**config.mk**
```make
export PLATFORM = sky130hd
export DESIGN_NAME = fft_result_drain
export DESIGN_NICKNAME = d
export VERILOG_FILES = /design/src/rtl/fft_result_drain.sv
export SDC_FILE = /design/constraint.sdc
export NUM_CORES = 1
export LEC_CHECK = 0
export ABC_AREA = 0
export ABC_CLOCK_PERIOD_IN_PS = 4000
export BUFFER_PORTS_ARGS = -buffer_cell sky130_fd_sc_hd__buf_4
export CORE_ASPECT_RATIO = 0.75
export CORE_MARGIN = 5
export CORE_UTILIZATION = 40
export CTS_CLUSTER_DIAMETER = 150
export DETAILED_ROUTE_END_ITERATION = 8
export GPL_ROUTABILITY_DRIVEN = 1
export MAX_ROUTING_LAYER = met4
export PLACE_DENSITY_LB_ADDON = 0.2
export SYNTH_ARGS = -nofsm -noshare
export SYNTH_HDL_FRONTEND = slang
export SYNTH_SLANG_ARGS = --single-unit
```
**constraint.sdc**
```tcl
create_clock -name clk -period 4 [get_ports clk]
set_clock_uncertainty 0.05 [all_clocks]
set_input_delay 0.4 -clock clk [delete_from_list [all_inputs] [get_ports clk]]
set_output_delay 0.4 -clock clk [all_outputs]
set_load 0.01 [all_outputs]
```
**src/rtl/fft_result_drain.sv**
```systemverilog
// fft_result_drain: streams FFT result RAM words onto a write
// channel in bursts of 2^N beats through a small prefetch FIFO.
module fft_result_drain #(
  parameter int N     = 4,
  parameter int DEPTH = 4
) (
  input  logic         clk,
  input  logic         n_Reset,
  input  logic         i_start,
  input  logic [11:0]  i_samp_number,
  output logic         o_ram_rd,
  output logic [11:0]  o_ram_addr,
  input  logic [31:0]  i_ram_data,
  output logic [31:0]  o_WDATA,
  output logic         o_WVALID,
  input  logic         i_WREADY,
  output logic [N-1:0] o_WBURST,
  output logic         o_WLAST,
  output logic         o_busy,
  output logic         o_done
);

  localparam int AW = $clog2(DEPTH);
  localparam int CW = AW + 1;
  localparam logic [CW-1:0] DEPTH_C = CW'(DEPTH);

  typedef enum logic [1:0] {
    IDLE,
    FETCH,
    FLUSH,
    DONE
  } state_e;

  state_e        state_q, state_d;
  logic [11:0]   samp_q, samp_d;
  logic [11:0]   addr_q, addr_d;
  logic [11:0]   xfer_q, xfer_d;
  logic          pend_q, pend_d;
  logic [N-1:0]  burst_q, burst_d;
  logic [31:0]   mem_q [DEPTH];
  logic [AW-1:0] wptr_q, rptr_q;
  logic [CW-1:0] cnt_q;
  logic [CW-1:0] occ;
  logic          valid, fire, rd;
  logic          last_word, last;

  assign valid     = cnt_q != '0;
  assign fire      = valid & i_WREADY;
  // in-flight read counts as occupied so the FIFO can never overflow
  assign occ       = cnt_q + CW'(pend_q);
  assign rd        = (state_q == FETCH) && (occ < DEPTH_C);
  assign last_word = xfer_q == samp_q - 12'd1;
  assign last      = valid & ((&burst_q) | last_word);

  assign o_ram_rd   = rd;
  assign o_ram_addr = addr_q;
  assign o_WDATA    = valid ? mem_q[rptr_q] : '0;
  assign o_WVALID   = valid;
  assign o_WBURST   = burst_q;
  assign o_WLAST    = last;
  assign o_busy     = state_q != IDLE;
  assign o_done     = state_q == DONE;

  always_comb begin
    state_d = state_q;
    samp_d  = samp_q;
    addr_d  = addr_q;
    xfer_d  = xfer_q;
    burst_d = burst_q;
    pend_d  = rd;
    if (fire) begin
      xfer_d  = xfer_q + 12'd1;
      burst_d = last ? '0 : burst_q + N'(1);
    end
    unique case (state_q)
      IDLE: begin
        if (i_start) begin
          samp_d  = i_samp_number;
          addr_d  = '0;
          pend_d  = 1'b0;
          xfer_d  = '0;
          burst_d = '0;
          state_d = (i_samp_number == '0) ? DONE : FETCH;
        end
      end
      FETCH: begin
        if (rd) begin
          addr_d = addr_q + 12'd1;
          if (addr_q == samp_q - 12'd1) state_d = FLUSH;
        end
      end
      FLUSH: begin
        if (fire && last_word) state_d = DONE;
      end
      DONE:    state_d = IDLE;
      default: state_d = IDLE;
    endcase
  end

  always_ff @(posedge clk or negedge n_Reset) begin
    if (!n_Reset) begin
      state_q <= IDLE;
      samp_q  <= '0;
      addr_q  <= '0;
      xfer_q  <= '0;
      burst_q <= '0;
      pend_q  <= 1'b0;
    end else begin
      state_q <= state_d;
      samp_q  <= samp_d;
      addr_q  <= addr_d;
      xfer_q  <= xfer_d;
      burst_q <= burst_d;
      pend_q  <= pend_d;
    end
  end

  always_ff @(posedge clk or negedge n_Reset) begin
    if (!n_Reset) begin
      wptr_q <= '0;
      rptr_q <= '0;
      cnt_q  <= '0;
    end else begin
      if (pend_q) wptr_q <= wptr_q + AW'(1);
      if (fire)   rptr_q <= rptr_q + AW'(1);
      cnt_q <= cnt_q + CW'(pend_q) - CW'(fire);
    end
  end

  // storage needs no reset: o_WDATA is masked while empty
  always_ff @(posedge clk) begin
    if (pend_q) mem_q[wptr_q] <= i_ram_data;
  end

endmodule

```
==> results of run 1 <==
-- cell families (layout without fill, tap and decap cells) --
kind of cell | after synthesis | count (layout) | synth area share
buffers and inverters | 50 | 161 | 0.0254
AOI/OAI and AO/OA | 60 | 60 | 0.0486
xor gates and xnor gates | 46 | 46 | 0.0512
muxes | 37 | 37 | 0.0949
DFF | 178 | 178 | 0.626
adders and majority gates | 18 | 18 | 0.0274
and+or+nand+nor | 190 | 190 | 0.126
-- cells in the mapped netlist (2+ instances only) --
master      n  area share
nand4_1    10      0.0077
buf_2       2      0.0012
a21oi_1    13      0.0080
nand2b_1    5      0.0038
dfrtp_1    50        0.15
a21boi_1    2      0.0018
a31oi_1     2      0.0015
nor2_1     31       0.014
nor2b_1     4      0.0031
nand2_1    46       0.021
nand3_1    10      0.0062
buf_6       2      0.0028
nor3_1      6      0.0037
or4_1       4      0.0037
or3_1       6      0.0046
nor4b_1     2      0.0022
xnor2_1    24       0.026
a211oi_1    3      0.0028
nor4_1      6      0.0046
nor3b_1     2      0.0018
and3_1      7      0.0054
a311o_1     3      0.0037
ha_1       17       0.026
clkbuf_1   22       0.010
nand3b_1    2      0.0018
mux4_2     32       0.089
a41oi_1     2      0.0022
buf_1       4      0.0018
a22o_1      3      0.0032
and2_1     41       0.032
o21ai_0    17       0.010
mux2i_1     4      0.0049
a22oi_1     2      0.0018
inv_1      19      0.0088
xor2_1     21       0.023
edfxtp_1  128        0.47
-- registers in the layout, summed over array words and instances, names as in the netlist --
register / count
xfer_q: 12
o_WBURST: 4
cnt_q: 3
pend_q: 1
wptr_q: 2
samp_q: 12
state_q: 2
mem_q: 128
rptr_q: 2
o_ram_addr: 12
-- metrics by stage --
step	setup WS [ps]	instance area [um2]	util	cells
floorplan	1120	8130	-	579
global placement	804	9150	0.455	916
detailed placement	732	9150	0.455	916
CTS	275	9750	0.485	948
global route	34.3	9750	0.485	948
finish	346	9750	0.485	948
-- worst min path at each step --
stage	start	endpoint	slack, ps	cells past startpoint
final	i_ram_data[16]	mem_q[0][16]$_DFFE_PP_	110	1
after global placement	n_Reset	o_ram_addr[11]$_DFFE_PN0P_	420	1
after global routing	i_ram_data[8]	mem_q[3][8]$_DFFE_PP_	100	1
after detailed placement	n_Reset	o_ram_addr[9]$_DFFE_PN0P_	430	1
after floorplan	n_Reset	cnt_q[0]$_DFF_PN0_	50	0
after CTS	i_ram_data[8]	mem_q[3][8]$_DFFE_PP_	90	1
-- worst register-to-register path, delay by kind of cell (launching register included) --
family	cells	cell delay, ps
flops	1	460
fa+ha+maj	2	460
compound gates	5	1460
xor+xnor	1	220
simple gates	1	390
-- where the power goes --
part | switching [W] | internal, W
clock | 0.000754 | 0.000889
combinational | 0.00136 | 0.00136
sequential | 0.000363 | 0.00233
-- placed cells by master (no fill, tap or decap), types with 19 or more instances in the layout --
cell / synthesis / routed
edfxtp_1: 128 / 128
buf_4: 0 / 110
dfrtp_1: 50 / 49
nand2_1: 46 / 46
and2_1: 41 / 41
mux4_2: 32 / 32
nor2_1: 31 / 31
xnor2_1: 24 / 24
xor2_1: 21 / 21
inv_1: 19 / 19
-- area by class of cell --
| class | count | area (um2) |
|---|---|---|
| clock buffers | 17 | 425 |
| clock inverters | 14 | 168 |
| fillers | 1757 | 10300 |
| inverters | 19 | 71.3 |
| multi-input cells | 351 | 2830 |
| flip-flops and latches | 178 | 5100 |
| well taps | 258 | 323 |
| repair buffers | 111 | 836 |
-- routing by layer --
| layer | wire (um) | GRT usage | vias to the layer above |
|---|---|---|---|
| met1 | 8580 | 0.229 | 2463 |
| met2 | 8390 | 0.237 | 100 |
| met4 | 87 | 0.0436 | 0 |
| li1 | - | - | 2343 |
| met5 | 0 | - | - |
| met3 | 722 | 0.0355 | 6 |
==> flow_summary.toml, run 1 <==
[critical_path]
critPathSlowestCell = "or4b_4"
startpoint_type = "flip-flop"
ff2ff_setup_slack_ps = 890
crit_path_start = "samp_q[0]$_DFFE_PN0P_"
critPathTopFamily = "simple AND/OR/NAND/NOR gates"
cp.required_ps = 3550
cp.buffers_inverters = 2
r2r-start = "pend_q$_DFF_PN0_"
critPathMaxFanout = 9
crit_arrival_ps = 3200
worstPathCellList = "inv_1, ha_1, or4b_4, nor3_4, xnor3_1, nor4b_1, nand4_1, a21boi_1, buf_4"
cp_slowest_stage_delay_ps = 570
crit_type = "reg -> out"
worst-path-stages = 9
cp-end-kind = "output pin"
r2r_cells = 9
endpoint = "o_WLAST"
r2r-end = "state_q[0]$_DFFE_PN0P_"

[die]
fp-row-count = 45
die-width_um = 175
die_h_um = 133
initial_core_util = 0.405
pin_count = 101
core_area_um2 = 20100
die-area_um2 = 23300

[placed_design]
portBuffers = 100
hpwl_mm = 12.4
place_congestion = 0.871

[routing]
drc = 0
wl_per_cell_um = 18.8
drtAntennaViolNets = 0
routed_via_density = 5.18
dr.pass1.iters = 5
drtIter0Drc = 396
vias = 4912
finalWirelength_mm = 17.8

[timing]
worst_slew_pin_slew_ps = 1120
slew_headroom = 0.254
max_freq_ghz = 0.274
rsz0062_at_grt = "no"
slew_violations = 0
hold_slack_ps = 111
hold_violations = 0
timing.final.crit_share = 0.914
setup_tns_ps = 0
setup_viol = 0
finalWorstPathRequiredPeriod_ps = 3650

[grt]
grt_pass1_vias = 5109
overflow = 0
grt_use_total = 0.161
grt_antenna_before_repair = 0
grt_max_degree = 51
grt_pass1_wl_mm = 28.3

[yosys]
syn_inst = 579
synth_warnings = 0
syn_area_um2 = 8130
synthArstFlopShare = 0.281
avgSynthCellArea_um2 = 14.0
synth-main-ff-cell = "edfxtp_1"
synthesis.nets = 644
synth_seq_cells = 178
synth_cell_types = 61
ys_seq_area_frac = 0.626
synth_edf_count = 128

[pwr]
p_leak_nw = 3.72
ir_drop_uv = 332
finalPower_w = 0.00705
p_per_area_nw_per_um2 = 723

[clock_network]
clk_latency_ps = 420
cts_sinks = 178
clockRootBuffer = "clkbuf_16"
postCtsSetupBuffers = 0
cts_hold_buf = 1
htreeDepth = 4
clk_pin_slew_ps = 70
numCtsBuffers = 17
clockBufferDepth = 2
tritoncts = "done"
ctsResizeCount = 0

[outcome]
status = "finished, final reports clean"

[final_layout]
nNetsFinal = 743
drive_gt1_frac = 0.262
diodes = 0
syn_to_final_growth_pct = 19.9

[run]
drv_cap = 0

[worst_hold_path]
hold_class = "in -> reg"
(Power assumes the default switching activity.)
==> run 2: changes to the inputs <==
--- a/config.mk
+++ b/config.mk
@@ -8,7 +8,6 @@
 export ABC_AREA = 0
 export ABC_CLOCK_PERIOD_IN_PS = 4000
 export BUFFER_PORTS_ARGS = -buffer_cell sky130_fd_sc_hd__buf_4
-export CORE_ASPECT_RATIO = 0.75
 export CORE_MARGIN = 5
 export CORE_UTILIZATION = 40
 export CTS_CLUSTER_DIAMETER = 150
==> constraint.sdc (replaced) <==
create_clock -name clk -period 4 [get_ports clk]
set_clock_uncertainty 0.05 [all_clocks]
set_input_delay 0.6 -clock clk [delete_from_list [all_inputs] [get_ports clk]]
set_output_delay 0.6 -clock clk [all_outputs]
set_load 0.01 [all_outputs]
==> flow_summary.toml, run 2 (synthesis results as in run 1) <==
[final_layout]
nNetsFinal = 739
nFillCells = 1757
syn_to_final_growth_pct = 20.5
final_common_cell = "edfxtp_1"
drive_gt1_frac = 0.268
top_register = "mem_q"
largest_reg_flops = 128
diodes = 0
most-common-layout-cells = "edfxtp_1 (128), buf_4 (106), dfrtp_1 (49), nand2_1 (46), and2_1 (37)"

[clock_network]
htreeDepth = 4
tritoncts = "done"
clk_pin_slew_ps = 70
cts_sinks = 178
clockRootBuffer = "clkbuf_16"
clk_latency_ps = 430
numCtsBuffers = 17
clockBufferDepth = 2
cts_hold_buf = 0

[routing]
drc = 0
finalWirelength_mm = 17.9
drtAntennaViolNets = 0
dr.pass1.iters = 4
routed_via_density = 5.18
wl_per_cell_um = 18.8
drtIter0Drc = 242
vias = 4960

[critical_path]
cp-end-kind = "output pin"
cp.buffers_inverters = 3
startpoint_type = "flip-flop"
ff2ff_setup_slack_ps = 970
critPathMaxFanout = 9
r2r-start = "samp_q[2]$_DFFE_PN0P_"
crit_type = "reg -> out"
cp_slowest_stage_delay_ps = 580
cp.required_ps = 3350
worstPathCellList = "inv_1, ha_1, or4b_4, nor3_4, xnor3_1, nor4b_2, nand4_1, buf_4, a21boi_1, buf_4"
r2r-end = "state_q[1]$_DFFE_PN0P_"
r2r_cells = 7
critPathTopFamily = "simple AND/OR/NAND/NOR gates"
cpMostUsedCell = "buf_4"
crit_arrival_ps = 3050
critPathSlowestCell = "or4b_4"

[die]
die_h_um = 153
initial_core_util = 0.405
die-area_um2 = 23300
pin_count = 101
core_area_um2 = 20100
fp-row-count = 52
die-width_um = 153

[grt]
grt_max_degree = 51
grt_pass1_vias = 5155
overflow = 0
grt_pass1_wl_mm = 28.3
grt_use_total = 0.160
grt_antenna_before_repair = 0

[placed_design]
hpwl_mm = 12.1
dp_slack_ps = 471
portBuffers = 100
place_congestion = 0.792

[timing]
setup_viol = 0
timing.final.crit_share = 0.926
hold_slack_ps = 144
finalWorstPathRequiredPeriod_ps = 3700
slew_violations = 0
worst_slew_pin_slew_ps = 1190
max_freq_ghz = 0.270
hold_violations = 0
slew_headroom = 0.210
rsz0062_at_grt = "no"
setup_tns_ps = 0
setup_ws_ps = 297

[run]
drv_cap = 0

[outcome]
status = "finished, final reports clean"

[worst_hold_path]
hold_class = "in -> async"

[pwr]
p_leak_nw = 3.73
p_per_area_nw_per_um2 = 729
ir_drop_uv = 401
run 2: worst reg2reg max path, delay by kind of cell, from the launching register on:
family           cells  cell delay [ps]
multiplexers         2              410
AO/OA/AOI/OAI        2              320
flip-flops           1              470
AND/OR/NAND/NOR      3             1660
run 2: metal layers:
metal,routed length [um],GRT usage,up-vias,share of wire
met5,0,-,-,0
met3,761,0.0338,15,0.042
met1,8230,0.210,2508,0.46
li1,-,-,2340,-
met2,8770,0.255,97,0.49
met4,191,0.0471,0,0.011
run 2: area by class of cell:
type	instances	area (um2)	area share
clock buffer	17	425	0.0434
clock inverter	15	208	0.0212
inverter	19	71.3	0.00728
multi-input combinational	351	2840	0.290
sequential	178	5100	0.520
tap	270	338	0.0345
timing repair buffer	107	816	0.0833
run 2: how the worst max path moves through the flow:
stage	from	to	slack (ps)	cells past startpoint
detailed placement	samp_q[0]$_DFFE_PN0P_	o_WLAST	470	9
finish	samp_q[0]$_DFFE_PN0P_	o_WLAST	300	10
CTS	samp_q[0]$_DFFE_PN0P_	o_WLAST	8	9
global placement	samp_q[0]$_DFFE_PN0P_	o_WLAST	580	9
global route	samp_q[0]$_DFFE_PN0P_	o_WLAST	110	10
floorplan	samp_q[0]$_DFFE_PN0P_	o_WLAST	920	9
run 2: repair_timing:
| item | 4_1_cts | 5_1_grt |
|---|---|---|
| endpoints found under the setup margin | 0 | 1 |
| gates resized for setup | 0 | 1 |
| setup buffers | 0 | 2 |
run 2: where the power goes:
part	switching, W	internal [W]	total [W]	leakage (nW)
registers	0.000332	0.00234	0.00267	1.80
clock network	0.000775	0.000963	0.00174	0.306
logic	0.00138	0.00136	0.00273	1.62
total	0.00248	0.00466	0.00714	3.73
run 2: metrics by stage:
step,util,instances,area (um2),power [W]
2_1_floorplan,-,579,8130,0.00443
5_1_grt,0.487,957,9800,0.00759
3_3_place_gp,0.455,923,9140,0.00543
4_1_cts,0.486,955,9780,0.00724
3_5_place_dp,0.455,923,9140,0.00548
6_report,0.487,957,9800,0.00714
